### config.mk
export PLATFORM = sky130hd
export DESIGN_NAME = decode_ex_pipe_flat
export DESIGN_NICKNAME = d
export VERILOG_FILES = /design/src/rtl/decode_ex_pipe_pkg.sv /design/src/rtl/decode_ex_pipe_if.sv /design/src/rtl/dx_pipe_slot.sv /design/src/rtl/decode_ex_pipe.sv /design/src/flat_wrapper.sv
export SDC_FILE = /design/constraint.sdc
export NUM_CORES = 1
export LEC_CHECK = 0
export BUFFER_PORTS_ARGS = -buffer_cell sky130_fd_sc_hd__buf_4
export CAP_MARGIN = 20
export CORE_ASPECT_RATIO = 0.6
export CORE_MARGIN = 3
export CORE_UTILIZATION = 55
export CTS_CLUSTER_SIZE = 12
export DETAILED_ROUTE_END_ITERATION = 16
export PLACE_DENSITY_LB_ADDON = 0.05
export SLEW_MARGIN = 20
export SYNTH_ARGS = -nofsm -noshare
export SYNTH_HDL_FRONTEND = slang
export SYNTH_HIERARCHICAL = 1
export SYNTH_SLANG_ARGS = --single-unit
export TNS_END_PERCENT = 20
### constraint.sdc
create_clock -name clk -period 2.3 [get_ports clk]
set_input_delay 0.23 -clock clk [delete_from_list [all_inputs] [get_ports clk]]
set_output_delay 0.23 -clock clk [all_outputs]
set_load 0.02 [all_outputs]
### src/rtl/decode_ex_pipe_pkg.sv
`default_nettype none
// +----------------------------------------------------------------------------+
// | Module      : decode_ex_pipe_pkg                                           |
// | Description : Shared constants for the decode-to-execute pipeline stage:   |
// |               ALU op-extension field positions and control state codes.    |
// | Revision    : 1.0 - initial release                                        |
// +----------------------------------------------------------------------------+
package decode_ex_pipe_pkg;

    // ALU op-extension: {opcode[4:0], func[1:0]}
    localparam int OPEXT_W = 7;
    // Opcode occupies the top OPC_W bits of the instruction
    localparam int OPC_W   = 5;
    // Function field position (low bits of the instruction)
    localparam int FUNC_HI = 1;
    localparam int FUNC_LO = 0;

    // Bundle = instr + pc_inc + rs + rt + imm
    localparam int BUNDLE_DATA_FIELDS = 4;

    // Control state: bit0 = main slot occupied, bit1 = skid slot occupied
    localparam logic [1:0] ST_EMPTY = 2'b00;
    localparam logic [1:0] ST_ONE   = 2'b01;
    localparam logic [1:0] ST_FULL  = 2'b11;

endpackage
`default_nettype wire

### src/rtl/decode_ex_pipe_if.sv
`default_nettype none
// +----------------------------------------------------------------------------+
// | Module      : decode_ex_pipe_if                                            |
// | Description : Valid/ready bus between decode, the decode-to-execute stage  |
// |               and execute. The stage is the slave side.                    |
// | Revision    : 1.0 - initial release                                        |
// +----------------------------------------------------------------------------+
interface decode_ex_pipe_if
    import decode_ex_pipe_pkg::*;
#(
    parameter int DATA_W  = 16,
    parameter int INSTR_W = 16
);
    logic                 flush;
    logic                 in_valid;
    logic                 in_ready;
    logic [INSTR_W-1:0]   in_instr;
    logic [DATA_W-1:0]    in_pc_inc;
    logic [DATA_W-1:0]    in_rs_data;
    logic [DATA_W-1:0]    in_rt_data;
    logic [DATA_W-1:0]    in_imm;
    logic                 out_valid;
    logic                 out_ready;
    logic [INSTR_W-1:0]   out_instr;
    logic [OPEXT_W-1:0]   out_op_ext;
    logic [DATA_W-1:0]    out_pc_inc;
    logic [DATA_W-1:0]    out_rs_data;
    logic [DATA_W-1:0]    out_rt_data;
    logic [DATA_W-1:0]    out_imm;

    modport master (
        output flush, in_valid, in_instr, in_pc_inc, in_rs_data, in_rt_data, in_imm,
        output out_ready,
        input  in_ready, out_valid, out_instr, out_op_ext, out_pc_inc,
        input  out_rs_data, out_rt_data, out_imm
    );

    modport slave (
        input  flush, in_valid, in_instr, in_pc_inc, in_rs_data, in_rt_data, in_imm,
        input  out_ready,
        output in_ready, out_valid, out_instr, out_op_ext, out_pc_inc,
        output out_rs_data, out_rt_data, out_imm
    );

endinterface
`default_nettype wire

### src/rtl/dx_pipe_slot.sv
`default_nettype none
// +----------------------------------------------------------------------------+
// | Module      : dx_pipe_slot                                                 |
// | Description : One bundle holding register with valid bit. Loads on         |
// |               i_load, invalidates on i_clr (clear wins), data held          |
// |               otherwise.                                                   |
// | Revision    : 1.0 - initial release                                        |
// +----------------------------------------------------------------------------+
module dx_pipe_slot #(
    parameter int WIDTH = 80
) (
    input  wire logic             clk,
    input  wire logic             rst_n,
    input  wire logic             i_load,
    input  wire logic             i_clr,
    input  wire logic [WIDTH-1:0] i_d,
    output logic      [WIDTH-1:0] o_q,
    output logic                  o_valid
);

    logic [WIDTH-1:0] r_q;
    logic             r_valid;

    // Slot storage: data only changes on a load; a clear drops the valid bit only
    always_ff @(posedge clk or negedge rst_n) begin
        if (!rst_n) begin
            r_q     <= '0;
            r_valid <= 1'b0;
        end else if (i_clr) begin
            r_valid <= 1'b0;
        end else if (i_load) begin
            r_q     <= i_d;
            r_valid <= 1'b1;
        end
    end

    assign o_q     = r_q;
    assign o_valid = r_valid;

endmodule
`default_nettype wire

### src/rtl/decode_ex_pipe.sv
`default_nettype none
// +----------------------------------------------------------------------------+
// | Module      : decode_ex_pipe                                               |
// | Description : Decode-to-execute stage with a 2-entry skid buffer. in_ready |
// |               comes straight from the skid valid flop so execute stalls    |
// |               never reach decode combinationally. Forms the ALU op-ext.    |
// | Revision    : 1.0 - initial release                                        |
// +----------------------------------------------------------------------------+
module decode_ex_pipe
    import decode_ex_pipe_pkg::*;
#(
    parameter int DATA_W  = 16,
    parameter int INSTR_W = 16
) (
    input  wire logic       clk,
    input  wire logic       rst_n,
    decode_ex_pipe_if.slave bus
);

    localparam int c_BUNDLE_W = INSTR_W + BUNDLE_DATA_FIELDS * DATA_W;
    localparam int c_OPC_HI   = INSTR_W - 1;
    localparam int c_OPC_LO   = INSTR_W - OPC_W;

    logic [1:0]            r_state;
    logic [1:0]            w_state_nxt;
    logic                  w_accept;
    logic                  w_pop;
    logic                  w_main_load;
    logic                  w_main_clr;
    logic                  w_main_from_skid;
    logic                  w_skid_load;
    logic                  w_skid_clr;
    logic                  w_main_v;
    logic                  w_skid_v;
    logic [c_BUNDLE_W-1:0] w_in_bundle;
    logic [c_BUNDLE_W-1:0] w_main_d;
    logic [c_BUNDLE_W-1:0] w_main_q;
    logic [c_BUNDLE_W-1:0] w_skid_q;
    logic [INSTR_W-1:0]    w_out_instr;

    assign w_in_bundle = {bus.in_instr, bus.in_pc_inc, bus.in_rs_data,
                          bus.in_rt_data, bus.in_imm};

    // Handshakes; in_ready is the registered ~skid_v
    assign w_accept = bus.in_valid & ~w_skid_v;
    assign w_pop    = w_main_v & bus.out_ready;

    // Control state register
    always_ff @(posedge clk or negedge rst_n) begin
        if (!rst_n) begin
            r_state <= ST_EMPTY;
        end else begin
            r_state <= w_state_nxt;
        end
    end

    // Next-state: occupancy after this cycle's pop/accept; flush empties everything
    always_comb begin
        w_state_nxt = r_state;
        if (bus.flush) begin
            w_state_nxt = ST_EMPTY;
        end else begin
            case (r_state)
                ST_EMPTY: if (w_accept) w_state_nxt = ST_ONE;
                ST_ONE: begin
                    if (w_pop && !w_accept)      w_state_nxt = ST_EMPTY;
                    else if (!w_pop && w_accept) w_state_nxt = ST_FULL;
                end
                ST_FULL:  if (w_pop) w_state_nxt = ST_ONE;
                default:  w_state_nxt = ST_EMPTY;
            endcase
        end
    end

    // Slot controls: load/clear enables and main-slot source select
    always_comb begin
        w_main_load      = 1'b0;
        w_main_clr       = 1'b0;
        w_main_from_skid = 1'b0;
        w_skid_load      = 1'b0;
        w_skid_clr       = 1'b0;
        if (bus.flush) begin
            // A pop in this cycle still completes at execute; only held entries die
            w_main_clr = 1'b1;
            w_skid_clr = 1'b1;
        end else begin
            case (r_state)
                ST_EMPTY: w_main_load = w_accept;
                ST_ONE: begin
                    if (w_pop && w_accept) w_main_load = 1'b1;
                    else if (w_pop)        w_main_clr  = 1'b1;
                    else if (w_accept)     w_skid_load = 1'b1;
                end
                ST_FULL: begin
                    if (w_pop) begin
                        w_main_load      = 1'b1;
                        w_main_from_skid = 1'b1;
                        w_skid_clr       = 1'b1;
                    end
                end
                default: begin
                    w_main_clr = 1'b1;
                    w_skid_clr = 1'b1;
                end
            endcase
        end
    end

    assign w_main_d = w_main_from_skid ? w_skid_q : w_in_bundle;

    dx_pipe_slot #(.WIDTH(c_BUNDLE_W)) u_main (
        .clk     (clk),
        .rst_n   (rst_n),
        .i_load  (w_main_load),
        .i_clr   (w_main_clr),
        .i_d     (w_main_d),
        .o_q     (w_main_q),
        .o_valid (w_main_v)
    );

    dx_pipe_slot #(.WIDTH(c_BUNDLE_W)) u_skid (
        .clk     (clk),
        .rst_n   (rst_n),
        .i_load  (w_skid_load),
        .i_clr   (w_skid_clr),
        .i_d     (w_in_bundle),
        .o_q     (w_skid_q),
        .o_valid (w_skid_v)
    );

    assign w_out_instr     = w_main_q[c_BUNDLE_W-1 -: INSTR_W];
    assign bus.out_instr   = w_out_instr;
    assign bus.out_pc_inc  = w_main_q[4*DATA_W-1 -: DATA_W];
    assign bus.out_rs_data = w_main_q[3*DATA_W-1 -: DATA_W];
    assign bus.out_rt_data = w_main_q[2*DATA_W-1 -: DATA_W];
    assign bus.out_imm     = w_main_q[DATA_W-1:0];
    // func bits pass through even for I-format; the ALU decoder ignores them there
    assign bus.out_op_ext  = {w_out_instr[c_OPC_HI:c_OPC_LO], w_out_instr[FUNC_HI:FUNC_LO]};
    assign bus.out_valid   = w_main_v;
    assign bus.in_ready    = ~w_skid_v;

endmodule
`default_nettype wire

### src/flat_wrapper.sv
// flat-port wrapper written by rule: the top's interface ports become plain ports
module decode_ex_pipe_flat import decode_ex_pipe_pkg::*;
#(
    parameter int DATA_W  = 16,
    parameter int INSTR_W = 16
)
  (clk, rst_n, bus_flush, bus_in_valid, bus_in_instr, bus_in_pc_inc, bus_in_rs_data, bus_in_rt_data, bus_in_imm, bus_out_ready, bus_in_ready, bus_out_valid, bus_out_instr, bus_out_op_ext, bus_out_pc_inc, bus_out_rs_data, bus_out_rt_data, bus_out_imm);
  decode_ex_pipe_if #(.DATA_W(DATA_W), .INSTR_W(INSTR_W)) bus_i ();
  input  wire logic clk;
  input  wire logic rst_n;
  input wire logic [$bits(bus_i.flush)-1:0] bus_flush;
  input wire logic [$bits(bus_i.in_valid)-1:0] bus_in_valid;
  input wire logic [$bits(bus_i.in_instr)-1:0] bus_in_instr;
  input wire logic [$bits(bus_i.in_pc_inc)-1:0] bus_in_pc_inc;
  input wire logic [$bits(bus_i.in_rs_data)-1:0] bus_in_rs_data;
  input wire logic [$bits(bus_i.in_rt_data)-1:0] bus_in_rt_data;
  input wire logic [$bits(bus_i.in_imm)-1:0] bus_in_imm;
  input wire logic [$bits(bus_i.out_ready)-1:0] bus_out_ready;
  output wire logic [$bits(bus_i.in_ready)-1:0] bus_in_ready;
  output wire logic [$bits(bus_i.out_valid)-1:0] bus_out_valid;
  output wire logic [$bits(bus_i.out_instr)-1:0] bus_out_instr;
  output wire logic [$bits(bus_i.out_op_ext)-1:0] bus_out_op_ext;
  output wire logic [$bits(bus_i.out_pc_inc)-1:0] bus_out_pc_inc;
  output wire logic [$bits(bus_i.out_rs_data)-1:0] bus_out_rs_data;
  output wire logic [$bits(bus_i.out_rt_data)-1:0] bus_out_rt_data;
  output wire logic [$bits(bus_i.out_imm)-1:0] bus_out_imm;
  assign bus_i.flush = bus_flush;
  assign bus_i.in_valid = bus_in_valid;
  assign bus_i.in_instr = bus_in_instr;
  assign bus_i.in_pc_inc = bus_in_pc_inc;
  assign bus_i.in_rs_data = bus_in_rs_data;
  assign bus_i.in_rt_data = bus_in_rt_data;
  assign bus_i.in_imm = bus_in_imm;
  assign bus_i.out_ready = bus_out_ready;
  assign bus_in_ready = bus_i.in_ready;
  assign bus_out_valid = bus_i.out_valid;
  assign bus_out_instr = bus_i.out_instr;
  assign bus_out_op_ext = bus_i.out_op_ext;
  assign bus_out_pc_inc = bus_i.out_pc_inc;
  assign bus_out_rs_data = bus_i.out_rs_data;
  assign bus_out_rt_data = bus_i.out_rt_data;
  assign bus_out_imm = bus_i.out_imm;
  decode_ex_pipe #(.DATA_W(DATA_W), .INSTR_W(INSTR_W)) u_core (.clk(clk), .rst_n(rst_n), .bus(bus_i));
endmodule
==> flow_metrics.tcl, run 1 <==
set metrics [dict create \
    routed_via_density 5.27 \
    place_congestion 0.859 \
    drc 0 \
    synth_area_mm2 0.00820 \
    ys_ff_latch 164 \
    place.detailed.instances 819 \
    die_x_um 164 \
    max_freq_mhz 453 \
    post-synth-top-count-cell "dfrtp_1" \
    end_kind "flip-flop" \
    yosys-top-cells-area "dfrtp_1 (50%), mux2_4 (29%), mux2_2 (10%), buf_12 (4.4%), buf_6 (1.1%)" \
    top_layer_used "met4" \
    die_area_mm2 0.0165 \
    drv_slew 0 \
    power.leakage_uw 0.00480 \
    setup_ws_ps 92.1 \
    fin_skew_ps 14.5 \
    power_frac_seq 0.396 \
    finalSetupViolCount 0 \
    overflow 0 \
    core_area_mm2 0.0141 \
    r2r-start "u_core/r_state[0]$_DFFE_PN0P_" \
    numCtsBuffers 17 \
    period_minus_slack_ps 2210 \
    grt_usage 0.205 \
    ys_seq_area_frac 0.500 \
    clock_sinks 164 \
    critPathMaxStageDelay_ps 440 \
    clk_pin_slew_ps 70 \
    ir_drop_uv 587 \
    pwr-share-comb 0.402 \
    final_nets 737 \
    power.internal_uw 8840 \
    grt_max_degree 83 \
    antenna_found_initial 0 \
    start_util 0.581 \
    synthTopCellsByCount "dfrtp_1 (164), mux2_4 (160), mux2_2 (73)" \
    ant_nets 0 \
    layout.cells.non_filler 852 \
    grt_pass1_vias 4872 \
    timing_worst_setup_path_type "flip-flop to flip-flop" \
    cts_buffer_depth 2 \
    min-delay-start "bus_in_pc_inc[6]" \
    synthCells 474 \
    cp.arrival_ps 2510 \
    port_buffers 173 \
    maxCapViolations 0 \
    wl_met1_um 7880 \
    hp-class "primary input to flip-flop" \
    yosysWarnings 6 \
    synth.distinct_cells 27 \
    drive_gt1_frac 0.692 \
    maxSlewHeadroom 0.709 \
    cp_slowest_cell "dfrtp_1" \
    total_power_uw 13100 \
    min_period_over_period 0.960 \
    synthArstFlopShare 1.00 \
    p_switching_uw 4220 \
    synth_top_area_cell "dfrtp_1" \
    cts_setup_buffers 0 \
    startpoint "u_core/r_state[0]$_DFFE_PN0P_" \
    grt_pass1_wl_um 26200 \
    pwr-share-clk 0.201 \
    pre_cts_ws_ps 155 \
    syn_area_per_cell_um2 17.3 \
    ios 174 \
    die_h_um 101 \
    firstDrtPassIters 6 \
    worst_slew_pin_slew_ps 437 \
    met3_length_um 826 \
    switching_share 0.323 \
    synth-main-ff-cell "dfrtp_1" \
    netlist.area_leader.share 0.500 \
    drt_iter0_markers 190 \
    fp-row-count 33 \
    via_count 4491 \
    cts_htree_levels 4 \
    routed_wl_um 16300 \
    path_max_fanout 8 \
    n_fill_cell 965 \
    cp-start-kind "flip-flop" \
    power_density_mw_per_mm2 1300 \
    antenna_cells 0 \
    root_buffer "clkbuf_16" \
    cts_tree "yes" \
    area_delta_synth_final_pct 22.7 \
    synth_nets 564 \
    status "completed" \
    clkLatencyLatePin_ps 430 \
    hold-worst-slack_ps 37.2 \
    place.detailed.hpwl_um 11000 \
    cp.required_ps 2600 \
    wl_per_cell_um 19.2 \
    dr_wl_met2_um 7440 \
    crit_chain "ha_1 > a311o_1 > nor2b_4 > buf_12 > buf_4 > mux2_4" \
    finalHoldViolCount 0 \
    synth_edf_count 0 \
]
cell families (layout without fill, tap and decap cells):
group / after synthesis / in the layout / synth area share
adders and majority gates: 5 / 5 / 0.00763
buffers and inverters: 37 / 223 / 0.0631
xor gates and xnor gates: 1 / 1 / 0.00107
muxes: 242 / 242 / 0.405
DFF: 164 / 164 / 0.500
AOI/OAI and AO/OA: 7 / 7 / 0.00671
and+or+nand+nor: 18 / 18 / 0.0160
timing repair:
action / CTS / global route
hold buffers: 1 / 0
hold endpoints to repair: 22 / 0
resized for setup: 0 / 2
setup endpoints to repair: 0 / 80
final cells by class:
class                      count  area (µm²)  area share
sequential                   164        4100       0.408
multi-input combinational    273        3590       0.357
timing repair buffer         187        1560       0.155
clock buffer                  18         429      0.0427
tap                          192         240      0.0239
clock inverter                14         120      0.0119
inverter                       4        15.0     0.00149
layout by cell type (no fill, tap or decap), drive strengths merged:
master       count
a311o            1
mux2i            2
o21ai            2
xor2             1
dfrtp          164
nand4b           1
clkinvlp         2
nand2            3
and2             1
nand2b           2
a21oi            1
and4b            1
nor2b            4
nor2             6
ha               5
clkinv           6
clkbuf          18
dlygate4sd3      1
a221oi           1
mux2           240
o21bai           1
o21a             1
buf            186
inv             10
state kept, by name, summed over array words and instances, names as in the netlist:
signal and flops:
u_core/r_state 2, u_core/u_skid/o_q 80, u_core/u_main/o_valid 1, u_core/u_skid/o_valid 1
u_core/u_main/o_q 80
power by group through the flow:
stage          logic, µW  clock network, µW  registers (µW)
6_report            5260               2630            5180
2_1_floorplan       2810                  0            5820
5_1_grt             5540               2830            5340
4_1_cts             5300               2710            5170
3_3_place_gp        5170                  0            5120
3_5_place_dp        5270                  0            5180
worst paths after layout:
kind	to	cells after the start	slack [ps]
worst max-delay path	u_core/u_skid/o_q[67]$_DFFE_PN0P_	6	90
worst min-delay path	u_core/u_skid/o_q[54]$_DFFE_PN0P_	2	40
worst max register to register	u_core/u_skid/o_q[67]$_DFFE_PN0P_	6	90
worst min register to register	u_core/u_skid/o_q[8]$_DFFE_PN0P_	1	510
max in group asynchronous	u_core/u_skid/o_q[75]$_DFFE_PN0P_	3	1350
min in group asynchronous	u_core/u_main/o_q[32]$_DFFE_PN0P_	2	240
layer usage:
layer,vias up,GRT usage
met3,18,0.0517
met1,2321,0.293
met4,0,0.0643
met2,117,0.310
met5,-,0
li1,2035,-
stage by stage:
stage / TNS [ps] / instance area [µm²] / utilization
after floorplan: 0 / 8200 / -
after global placement: 0 / 9490 / 0.672
after detailed placement: 0 / 9490 / 0.672
after CTS: 0 / 10000 / 0.712
after global routing: -7.65 / 10100 / 0.713
final: 0 / 10100 / 0.713
worst max-delay path, delay by kind of cell (launching register included):
family          cells  cell delay, ps
mux                 1             320
compound gates      1             420
flops               1             440
buf+inv             2             370
simple gates        1             210
fa+ha+maj           1             320
No activity file was read; power rests on OpenSTA's default activity.
==> inputs of run 2 (changes only) <==
CELL_PAD_IN_SITES_DETAIL_PLACEMENT = 2   (was unset)
CELL_PAD_IN_SITES_GLOBAL_PLACEMENT = 2   (was unset)
CORE_UTILIZATION = 39   (was 55)
==> run 2 against run 1 <==
Via count up 0.13%. Non-clock buffer count up 1. Die area up 39%. Worst hold slack better by 2.0 ps. Sequential share of layout area down 0.75 points. Sequential power up 1%. Flip-flop and latch count unchanged. Wire length up 24%. Largest power group unchanged.
==> flow_metrics.tcl, run 2 (synthesis gave the netlist of run 1 again) <==
set metrics [dict create \
    cts_tree "yes" \
    antenna_found_initial 0 \
    drc 0 \
    area_delta_synth_final_pct 25.0 \
    drt_iter0_markers 105 \
    clock_sinks 164 \
    routed_via_density 4.81 \
    grt_pass1_wl_um 32600 \
    mostFrequentLayoutCell "buf_4" \
    power_density_mw_per_mm2 1320 \
    start_util 0.404 \
    grt_max_degree 58 \
    timing_worst_setup_path_type "flip-flop to flip-flop" \
    final_cell_mix "buf_4 (174), dfrtp_1 (162), mux2_4 (160), mux2_2 (73), clkbuf_16 (17)" \
    root_buffer "clkbuf_16" \
    maxCapViolations 0 \
    setup-tns-final_ps 0 \
    fp-row-count 40 \
    die_h_um 118 \
    core_area_mm2 0.0203 \
    worst_slew_pin_slew_ps 607 \
    hp-class "primary input to flip-flop" \
    numCtsBuffers 17 \
    cp-start-kind "flip-flop" \
    cp.required_ps 2600 \
    via_count 4497 \
    drv_slew 0 \
    die_x_um 193 \
    wl_per_cell_um 21.7 \
    ir_drop_uv 538 \
    clkLatencyLatePin_ps 430 \
    power.leakage_uw 0.00483 \
    period_minus_slack_ps 2150 \
    final_nets 738 \
    port_buffers 173 \
    routed_wl_um 20300 \
    antenna_cells 0 \
    drive_gt1_frac 0.696 \
    total_power_uw 13600 \
    place_congestion 0.759 \
    min_period_over_period 0.935 \
    end_kind "flip-flop" \
    grt_pass1_vias 5360 \
    finalHoldViolCount 0 \
    ios 174 \
    cp.arrival_ps 2450 \
    fin_skew_ps 5.48 \
    finalSetupViolCount 0 \
    overflow 0 \
    status "completed" \
    hold-worst-slack_ps 39.1 \
    ant_nets 0 \
    max_freq_mhz 465 \
    firstDrtPassIters 4 \
    rsz0062_at_grt "no" \
    path_max_fanout 41 \
    n_fill_cell 1868 \
    maxSlewHeadroom 0.596 \
    clk_pin_slew_ps 60 \
    place.detailed.hpwl_um 14000 \
    grt_usage 0.183 \
    cts_htree_levels 4 \
    cts_buffer_depth 2 \
    die_area_mm2 0.0229 \
]
## run 2: final timing paths
check | to | slack [ps] | cells after the start | start
worst max-delay path | u_core/u_skid/o_q[2]$_DFFE_PN0P_ | 150 | 6 | u_core/r_state[0]$_DFFE_PN0P_
worst min-delay path | u_core/u_skid/o_q[41]$_DFFE_PN0P_ | 40 | 2 | bus_in_rs_data[9]
worst max register to register | u_core/u_skid/o_q[2]$_DFFE_PN0P_ | 150 | 6 | u_core/r_state[0]$_DFFE_PN0P_
worst min register to register | u_core/u_skid/o_q[8]$_DFFE_PN0P_ | 510 | 1 | u_core/u_skid/o_q[8]$_DFFE_PN0P_
max in group asynchronous | u_core/u_skid/o_q[14]$_DFFE_PN0P_ | 1260 | 3 | rst_n
min in group asynchronous | u_core/u_main/o_q[72]$_DFFE_PN0P_ | 360 | 2 | rst_n
## run 2: routing by layer
metal | wire length (µm) | share of wire | GRT usage | vias up
met5 | 0 | 0 | 0 | -
met3 | 867 | 0.043 | 0.0499 | 17
met1 | 10000 | 0.49 | 0.251 | 2365
met2 | 9250 | 0.46 | 0.287 | 95
li1 | - | - | - | 2020
met4 | 177 | 0.0087 | 0.0501 | 0
## run 2: layout make-up
class | count | area (µm²) | share of cell area
well taps | 273 | 342 | 0.0333
multi-input cells | 273 | 3600 | 0.351
flip-flops and latches | 164 | 4110 | 0.400
clock inverters | 8 | 123 | 0.0120
inverters | 4 | 15.0 | 0.00146
clock buffers | 24 | 492 | 0.0479
repair buffers | 188 | 1580 | 0.154
## run 2: critical path, stage by stage, from the launching register on
cell     delay, ps
dfrtp_2        430
inv_1          110
ha_1           230
a311o_1        370
nor2b_4        190
buf_12         320
mux2_4         340
## run 2: where the power goes
group / internal (µW) / switching (µW) / leakage, µW / total [µW]
combinational: 3180 / 2220 / 0.00253 / 5400
sequential: 4290 / 940 / 0.00201 / 5230
clock: 1820 / 1140 / 0.000292 / 2960
total: 9290 / 4300 / 0.00483 / 13600
## run 2: timing repair
item                                   4_1_cts  5_1_grt
hold buffers                                 1        0
setup endpoints to repair                    0       76
resized for setup                            0        9
endpoints found under the hold margin       54        0
setup buffers                                0        0
## run 2: metrics by stage
stage               cells   util  worst slack [ps]  area (µm²)
floorplan             474      -               383        8200
global placement      901  0.472               152        9600
detailed placement    901  0.472              75.6        9600
CTS                   934  0.503              33.4       10200
global route          934  0.505              33.7       10300
finish                934  0.505               151       10300
